$ cat src/rtl/icache_fill_ctrl_pkg.sv
// Shared definitions for the instruction cache fill controller: line geometry,
// address width and the fill sequencer state encoding.
package icache_fill_ctrl_pkg;

  localparam int ICACHE_LINE_SIZ = 16;
  localparam int ICACHE_LINE_WID = ICACHE_LINE_SIZ * 8;
  localparam int ADDR_WID        = 32;

  typedef enum logic [1:0] {
    ICF_IDLE  = 2'd0,
    ICF_FILL  = 2'd1,
    ICF_DRAIN = 2'd2
  } icf_state_e;

endpackage

$ cat src/rtl/icache_store.sv
// Direct-mapped line storage: data/tag/valid arrays with an asynchronous read
// port, a single write port and an asynchronous clear of the valid bits.
module icache_store
  import icache_fill_ctrl_pkg::*;
#(
  parameter int LINE_W    = ICACHE_LINE_WID,
  parameter int NUM_LINES = 16,
  parameter int IDX_W     = 4,
  parameter int TAG_W     = 24
) (
  input  logic              clk,
  input  logic              rst,
  input  logic [IDX_W-1:0]  rd_idx,
  output logic              rd_valid,
  output logic [TAG_W-1:0]  rd_tag,
  output logic [LINE_W-1:0] rd_line,
  input  logic              we,
  input  logic [IDX_W-1:0]  wr_idx,
  input  logic [TAG_W-1:0]  wr_tag,
  input  logic [LINE_W-1:0] wr_line
);

  logic [NUM_LINES-1:0] valid_q;
  logic [TAG_W-1:0]     tag_q  [NUM_LINES];
  logic [LINE_W-1:0]    data_q [NUM_LINES];

  always_ff @(posedge clk or negedge rst) begin
    if (!rst) begin
      valid_q <= '0;
    end else if (we) begin
      valid_q[wr_idx] <= 1'b1;
    end
  end

  // Tags and data are don't-care until their valid bit is set, so no reset.
  always_ff @(posedge clk) begin
    if (we) begin
      tag_q[wr_idx]  <= wr_tag;
      data_q[wr_idx] <= wr_line;
    end
  end

  assign rd_valid = valid_q[rd_idx];
  assign rd_tag   = tag_q[rd_idx];
  assign rd_line  = data_q[rd_idx];

endmodule

$ cat src/rtl/icache_fill_ctrl.sv
// Direct-mapped instruction cache with a whole-line fill sequencer that is the
// sole driver of the memory controller's instruction-fetch port.
module icache_fill_ctrl
  import icache_fill_ctrl_pkg::*;
#(
  parameter int LINE_BYTES = ICACHE_LINE_SIZ,
  parameter int NUM_LINES  = 16,
  parameter int ADDR_W     = ADDR_WID
) (
  input  logic                    clk,
  input  logic                    rst,
  input  logic                    rdy,
  input  logic                    rollback,
  input  logic                    fe_req,
  input  logic [ADDR_W-1:0]       fe_pc,
  output logic                    fe_ready,
  output logic [31:0]             fe_inst,
  output logic                    mc_if_en,
  output logic [ADDR_W-1:0]       mc_if_pc,
  input  logic                    mc_if_done,
  input  logic [LINE_BYTES*8-1:0] mc_if_data,
  output icf_state_e              dbg_state
);

  localparam int OFF_W  = $clog2(LINE_BYTES);
  localparam int IDX_W  = $clog2(NUM_LINES);
  localparam int TAG_W  = ADDR_W - OFF_W - IDX_W;
  localparam int LINE_W = LINE_BYTES * 8;
  localparam int WORDS  = LINE_BYTES / 4;

  // Handshake: mc_if_en rises with a line-aligned mc_if_pc and both hold
  // until a one-cycle mc_if_done; a DRAIN cycle with mc_if_en low follows so
  // the controller sees the request drop before any new one.
  icf_state_e        state_q, state_d;
  logic              en_q, en_d;
  logic [ADDR_W-1:0] pc_q, pc_d;
  logic [IDX_W-1:0]  miss_idx_q, miss_idx_d;
  logic [TAG_W-1:0]  miss_tag_q, miss_tag_d;
  logic              we;

  logic [OFF_W-1:0]  off;
  logic [IDX_W-1:0]  idx;
  logic [TAG_W-1:0]  tag;
  logic              rd_valid;
  logic [TAG_W-1:0]  rd_tag;
  logic [LINE_W-1:0] rd_line;
  logic              hit;

  assign off = fe_pc[OFF_W-1:0];
  assign idx = fe_pc[OFF_W+IDX_W-1:OFF_W];
  assign tag = fe_pc[ADDR_W-1:OFF_W+IDX_W];

  icache_store #(
    .LINE_W    (LINE_W),
    .NUM_LINES (NUM_LINES),
    .IDX_W     (IDX_W),
    .TAG_W     (TAG_W)
  ) u_store (
    .clk      (clk),
    .rst      (rst),
    .rd_idx   (idx),
    .rd_valid (rd_valid),
    .rd_tag   (rd_tag),
    .rd_line  (rd_line),
    .we       (we),
    .wr_idx   (miss_idx_q),
    .wr_tag   (miss_tag_q),
    .wr_line  (mc_if_data)
  );

  assign hit      = rd_valid && (rd_tag == tag);
  assign fe_ready = rdy && fe_req && (state_q == ICF_IDLE) && hit;

  always_comb begin
    fe_inst = '0;
    for (int i = 0; i < WORDS; i++) begin
      if ((off >> 2) == OFF_W'(i)) fe_inst = rd_line[32*i +: 32];
    end
  end

  always_comb begin
    state_d    = state_q;
    en_d       = en_q;
    pc_d       = pc_q;
    miss_idx_d = miss_idx_q;
    miss_tag_d = miss_tag_q;
    we         = 1'b0;
    if (rdy) begin
      case (state_q)
        ICF_IDLE: begin
          if (fe_req && !hit && !rollback) begin
            en_d       = 1'b1;
            pc_d       = {fe_pc[ADDR_W-1:OFF_W], {OFF_W{1'b0}}};
            miss_idx_d = idx;
            miss_tag_d = tag;
            state_d    = ICF_FILL;
          end
        end
        // Rollback does not abort: the controller finishes the fill anyway.
        ICF_FILL: begin
          if (mc_if_done) begin
            we      = 1'b1;
            en_d    = 1'b0;
            state_d = ICF_DRAIN;
          end
        end
        ICF_DRAIN: state_d = ICF_IDLE;
        default:   state_d = ICF_IDLE;
      endcase
    end
  end

  always_ff @(posedge clk or negedge rst) begin
    if (!rst) begin
      state_q    <= ICF_IDLE;
      en_q       <= 1'b0;
      pc_q       <= '0;
      miss_idx_q <= '0;
      miss_tag_q <= '0;
    end else begin
      state_q    <= state_d;
      en_q       <= en_d;
      pc_q       <= pc_d;
      miss_idx_q <= miss_idx_d;
      miss_tag_q <= miss_tag_d;
    end
  end

  assign mc_if_en  = en_q;
  assign mc_if_pc  = pc_q;
  assign dbg_state = state_q;

endmodule

$ cat config.mk
export PLATFORM = sky130hd
export DESIGN_NAME = icache_fill_ctrl
export DESIGN_NICKNAME = d
export VERILOG_FILES = /design/src/rtl/icache_fill_ctrl_pkg.sv /design/src/rtl/icache_store.sv /design/src/rtl/icache_fill_ctrl.sv
export SDC_FILE = /design/constraint.sdc
export NUM_CORES = 2
export LEC_CHECK = 0
export ABC_AREA = 1
export BUFFER_PORTS_ARGS = -buffer_cell sky130_fd_sc_hd__clkbuf_2
export CAP_MARGIN = 10
export CORE_MARGIN = 1.5
export CORE_UTILIZATION = 56
export DETAILED_ROUTE_END_ITERATION = 6
export HOLD_SLACK_MARGIN = 0.05
export PLACE_DENSITY = 0.75
export REMOVE_ABC_BUFFERS = 1
export SYNTH_ARGS = -nofsm -noshare
export SYNTH_HDL_FRONTEND = slang
export SYNTH_SLANG_ARGS = --single-unit
$ cat constraint.sdc
create_clock -name clk -period 8 [get_ports clk]
set_clock_uncertainty 0.2 [all_clocks]
set_input_delay 0.4 -clock clk [delete_from_list [all_inputs] [get_ports clk]]
set_output_delay 0.4 -clock clk [all_outputs]
set_load 0.01 [all_outputs]
-- Word-level counts from Yosys, hierarchy flattened
Memory sizes are Yosys's and may differ from the RTL's.
Cells that the tools add are included.
- register bits: 75
- memory bits (writable): 2432
- input bits: 166
- output and inout port bits: 68
- word-level logic and storage cells: 53
- memories kept: 2
- memories (name ; words ; bits a word ; rd ports ; clocked after memory_dff ; wr ports ; line ; RTL):
    u_store.data_q ; 16 ; 128 ; 1 ; 0 ; 1 ; icache_store.sv:25 ; logic [LINE_W-1:0] data_q [NUM_LINES];
    u_store.tag_q ; 16 ; 24 ; 1 ; 0 ; 1 ; icache_store.sv:24 ; logic [TAG_W-1:0] tag_q [NUM_LINES];
- order comparisons: 3
- equality and inequality tests: 7
- mux-type cells: 19
- bitwise logic cells: 1
- reduce and logical (&&, ||, !) cells: 15
- operator list (operator ; number):
    2-to-1 mux 32 bit ; 4
    equality test 24 bit ; 1
    OR 16 bit ; 1
    less-than comparator 4 x 5 -> 1 bit, second input constant ; 2
    2-to-1 mux 1 bit ; 9
    logical AND 1 bit ; 7
    AND reduction 3 bit ; 2
    binary-select mux 1 bit (select 4 bit) ; 1
    demux 1 bit (select 4 bit) ; 1
    equality test 2 x 1 -> 1 bit, second input constant ; 2
    equality test 2 bit, second input constant ; 2
    >= comparator 4 x 1 -> 1 bit, second input constant ; 1
    logical NOT 4 bit ; 1
    2-to-1 mux 2 bit ; 2
    one-hot mux 2 bit (2 select lines) ; 1
    AND reduction 4 bit ; 1
    logical NOT 1 bit ; 2
    logical NOT 2 bit ; 1
    != test 2 x 1 -> 1 bit, second input constant ; 1
    != test 2 bit, second input constant ; 1
    one-hot mux 1 bit (2 select lines) ; 1
    nonzero test 2 bit ; 1

-- Logic depth before layout (Yosys ltp)
- depth after elaboration: 8
- depth in mapped cells: 21

-- Cells and area by module
From an unflattened synthesis, not the netlist that was laid out.
- cell total of the unflattened synthesis: 9400
- area, all modules: 103595.6 µm²
- by module, submodules not included (module ; times used ; cells an instance ; area an instance (µm²) ; sequential area each (µm²)):
    icache_store ; 1 ; 8936 ; 100843.0 ; 73430.4
    icache_fill_ctrl ; 1 ; 464 ; 2752.6 ; 775.7

-- Worst setup path after synthesis
No wires, ideal clock.
- path type: register to register
- start point: register state_q[0], in the netlist dbg_state[0]
- end point: register u_store.valid_q[13]
- library setup time: 106 ps
- arrival time: 8150 ps
- setup slack: -456 ps
- cell stages (with the launch flop): 9
- buffers on the path: 0
- period minus slack after synthesis: 8456 ps
- path through: dfrtp_1 -> inv_1 -> nor2_1 -> inv_1 -> o21ai_0 -> nor2_1 -> nand3_1 -> nor2_1 -> or2_2
- word-level cells in the longest chain between the ends: 3
- ends and longest elaborated chain (item ; line ; RTL):
    from (decl) ; icache_fill_ctrl.sv:34 ; icf_state_e state_q, state_d;
    from (signal assigned) ; icache_fill_ctrl.sv:121 ; state_q <= state_d;
    equality test 2 x 1 -> 1 bit ; icache_fill_ctrl.sv:89 ; case (state_q)
    2-to-1 mux 1 bit ; icache_fill_ctrl.sv:89 ;
    2-to-1 mux 1 bit ; icache_fill_ctrl.sv:88 ; if (rdy) begin
    to (signal assigned) ; icache_store.sv:29 ; valid_q <= '0;
    to (signal, indexed assignment) ; icache_store.sv:31 ; valid_q[wr_idx] <= 1'b1;
    to (decl) ; icache_store.sv:23 ; logic [NUM_LINES-1:0] valid_q;
Every way passes these cells.
A chain may end at the register's enable or synchronous reset.

-- Worst setup path after layout
- start point: input port fe_pc[7]
- end point: register miss_tag_q[5]
- word-level cells in the longest chain between the ends: 7
- elaborated cells between the ends (all ways): 9
- ends and longest elaborated chain (item ; line ; RTL):
    from (decl) ; icache_fill_ctrl.sv:15 ; input logic [ADDR_W-1:0] fe_pc,
    memory (16 x 24 bit) or binary-select mux 1 bit (select 4 bit) (tied branches) ; -- ;
    equality test 24 bit or 2-to-1 mux 1 bit (tied branches) ; icache_fill_ctrl.sv:71, icache_store.sv:43 ;
    logical AND 1 bit (*) ; icache_fill_ctrl.sv:71 ; assign hit = rd_valid && (rd_tag == tag);
    logical NOT 1 bit (*) ; icache_fill_ctrl.sv:91 ; if (fe_req && !hit && !rollback) begin
    logical AND 1 bit (*) (2 in a row) ; icache_fill_ctrl.sv:91 ;
    AND reduction 3 bit (no line) (*) ; -- ;
    to (signal assigned) ; icache_fill_ctrl.sv:125 ; miss_tag_q <= miss_tag_d;
    to (decl) ; icache_fill_ctrl.sv:38 ; logic [TAG_W-1:0] miss_tag_q, miss_tag_d;
Mark *: on every way between the ends. The rest lies on a longest branch, timed or not. The select of a mux whose other input is x is not followed.

==> run summary <==
Total Power - 27.4 mW
Drt first-iter violations - 8362
Post-layout minimum cycle time - 5.69 ns
Routed WL per cell - 25.1 µm
Req. time, crit path - 8.61 ns
Via count of the first global-routing pass - 62.0k
Final WS setup - 2.31 ns
Clock Latency Late Sink - 0.87 ns
# clock sinks - 2479
GRT overflow - 0
Flops & latches, synth - 2479
Achievable Freq - 0.176 GHz
Fin Setup TNS - 0 ns
Final ANT Viol Nets - 0
Final setup fails - 0
Synth top area cells - edfxtp_1, o21ai_0, nor2_1
Mapped Cells - 7334
Root buffer cell - clkbuf_16
Nets - 7696
Hold Path Class - reg -> reg
Status - complete, no violations
Slew @ Worst Pin - 1.23 ns
Place WS - 2.28 ns
Max-slew violations - 0
Top Usage Layer GRT - met2
Via density - 6.34
Ratio of cells with drive above 1 in the final layout - 0.0872
Vias after detailed routing - 63.7k
DRC errors left - 0
Dpl cell area - 100000 µm²
Longest Clk Path Bufs - 3
Final worst-path cycle share - 0.711
Ys Warns - 0
Die area - 176000 µm²
Post-synth top area share - 0.750
Die H - 420 µm
Die Wd - 420 µm
Worst rel slew slack - 0.179
Port bufs - 227
Hold_buf cts - 184
Initial antenna violation count - 29
GPL Wtd Cong - 0.827
RSZ-0062 raised after global routing - false
Setup Crit Path Kind - in -> reg
Worst-path clk slew - 0.06 ns
TritonCTS clock tree - yes
Cts repair resizes - 0
Fin. Hold Viols - 0
Final WL - 253000 µm
Num CTS Buffers - 231
Met3 usage in global routing - 0.0406
Register-to-register setup slack - 3.68 ns
Synth area leader - edfxtp_1
Crit. End Element - register
Post-synthesis area per instance - 13.3 µm²
Worst vdd ir - 0.252 mV
CTS H-tree depth - 4
M1 GR Usage - 0.371
DRT Pass-1 Iters - 6
Design area - 110000 µm²
# rows - 152
Core area - 172000 µm²
Power Density - 250 nW/µm²
Boundary Pins - 234
Startpoint types - input port
Sequential area share after synthesis - 0.762
Post-CTS setup buffer count - 0
Layout area overhead - 12.7%
Commonest non-fill, non-tap cell in the layout - edfxtp_1
Crit path DAT - 6.29 ns
Crit path max fanout - 73
Starting density of the core - 0.565
GR Layer Usage met2 - 0.480
Global-route wire length before repair - 375000 µm
Post-Syn Area - 97400 µm²
Yosys cell types - 29
Largest net degree at the start of global routing - 216
Most frequent cells in the layout - edfxtp_1, nor2_1, o21ai_0, nand2_1, nand3_1
Max cap viols - 0
HPWL after DPL - 113000 µm
Leakage power - 36.2 nW
GR Util All Layers - 0.283
through the flow:
step	hold WS (ns)	utilization	std cells
global placement	0.239	0.582	9421
floorplan	-0.0956	-	6800
global route	0.281	0.637	10048
CTS	0.111	0.637	10035
finish	0.265	0.637	10051
detailed placement	0.248	0.582	9421
logic make-up (layout without fill, tap and decap cells):
family / Yosys count / count (layout) / synth area share
buf+inv: 642 / 1032 / 0.0279
other cells: 1 / 18 / 0.0000385
compound gates: 1804 / 1804 / 0.111
simple gates: 2408 / 2408 / 0.0997
flops: 2479 / 2479 / 0.762
report_power, final:
group          internal (mW)  switching (mW)
registers               14.6           0.218
logic                  0.486            1.23
clock network           6.18            4.70
total                   21.3            6.15
area by class of cell:
| cell class | instances | area, µm² |
|---|---|---|
| Clock buffer | 293 | 6200 |
| Timing Repair Buffer | 497 | 3990 |
| Tap cell | 2310 | 2890 |
| Antenna cell | 14 | 35.0 |
| Sequential cell | 2479 | 74200 |
| Multi-Input combinational cell | 4216 | 20700 |
| Clock inverter | 137 | 1340 |
| Inverter | 105 | 433 |
| Fill cell | 12092 | 62600 |
flip-flops by register name, summed over array words and instances (netlist names):
name / cells
miss_tag_q: 24
u_store.tag_q: 384
u_store.valid_q: 16
mc_if_pc: 1
u_store.data_q: 2048
dbg_state: 2
mc_if_en: 1
miss_idx_q: 3
Yosys cell counts:
cell,number
a32o_1,2
dfrtp_1,47
buf_6,9
nor2_1,1144
nor4_1,1
o22ai_1,207
buf_2,75
a311oi_1,1
a31oi_1,4
nor3_1,7
clkbuf_1,377
o21ai_0,1109
inv_2,2
edfxtp_1,2432
buf_1,38
inv_1,102
o21ai_1,22
a21oi_1,22
o221ai_1,309
o211ai_1,126
buf_4,38
nand4_1,62
inv_4,1
nand3_1,380
nand3b_1,3
nand2_1,803
conb_1,1
or2_2,8
a211oi_1,2
per-layer routing:
| layer | vias to the layer above | share of wire | routed length [µm] |
|---|---|---|---|
| li1 | 27816 | - | - |
| met1 | 31628 | 0.37 | 93500 |
| met2 | 3639 | 0.50 | 127000 |
| met3 | 590 | 0.091 | 23100 |
| met4 | 8 | 0.036 | 9000 |
| met5 | - | 0.00022 | 55 |
final timing paths:
check / start / end / depth (start not counted)
max in group asynchronous: rst / u_store.valid_q[5] / 4
setup reg to reg: u_store.tag_q[7][9] / miss_tag_q[5] / 15
min in group asynchronous: rst / miss_tag_q[7] / 3
hold reg to reg: u_store.valid_q[3] / u_store.valid_q[3] / 2
setup / recovery: fe_pc[7] / miss_tag_q[5] / 14
hold / removal: u_store.valid_q[3] / u_store.valid_q[3] / 2
worst max-delay path, cell delays in order:
cell and delay (ns):
dlygate4sd3_1 0.56, buf_8 0.28, inv_8 0.68, buf_4 0.73
nand3_1 0.27, nand3_1 0.24, nand2_1 0.08, nor2_1 0.11
nand2_1 0.06, nor2_1 0.13, nand3_1 0.89, nand3_1 1.31
nand2_1 0.18, nand2_1 0.13
No activity file was read; power rests on OpenSTA's default activity.
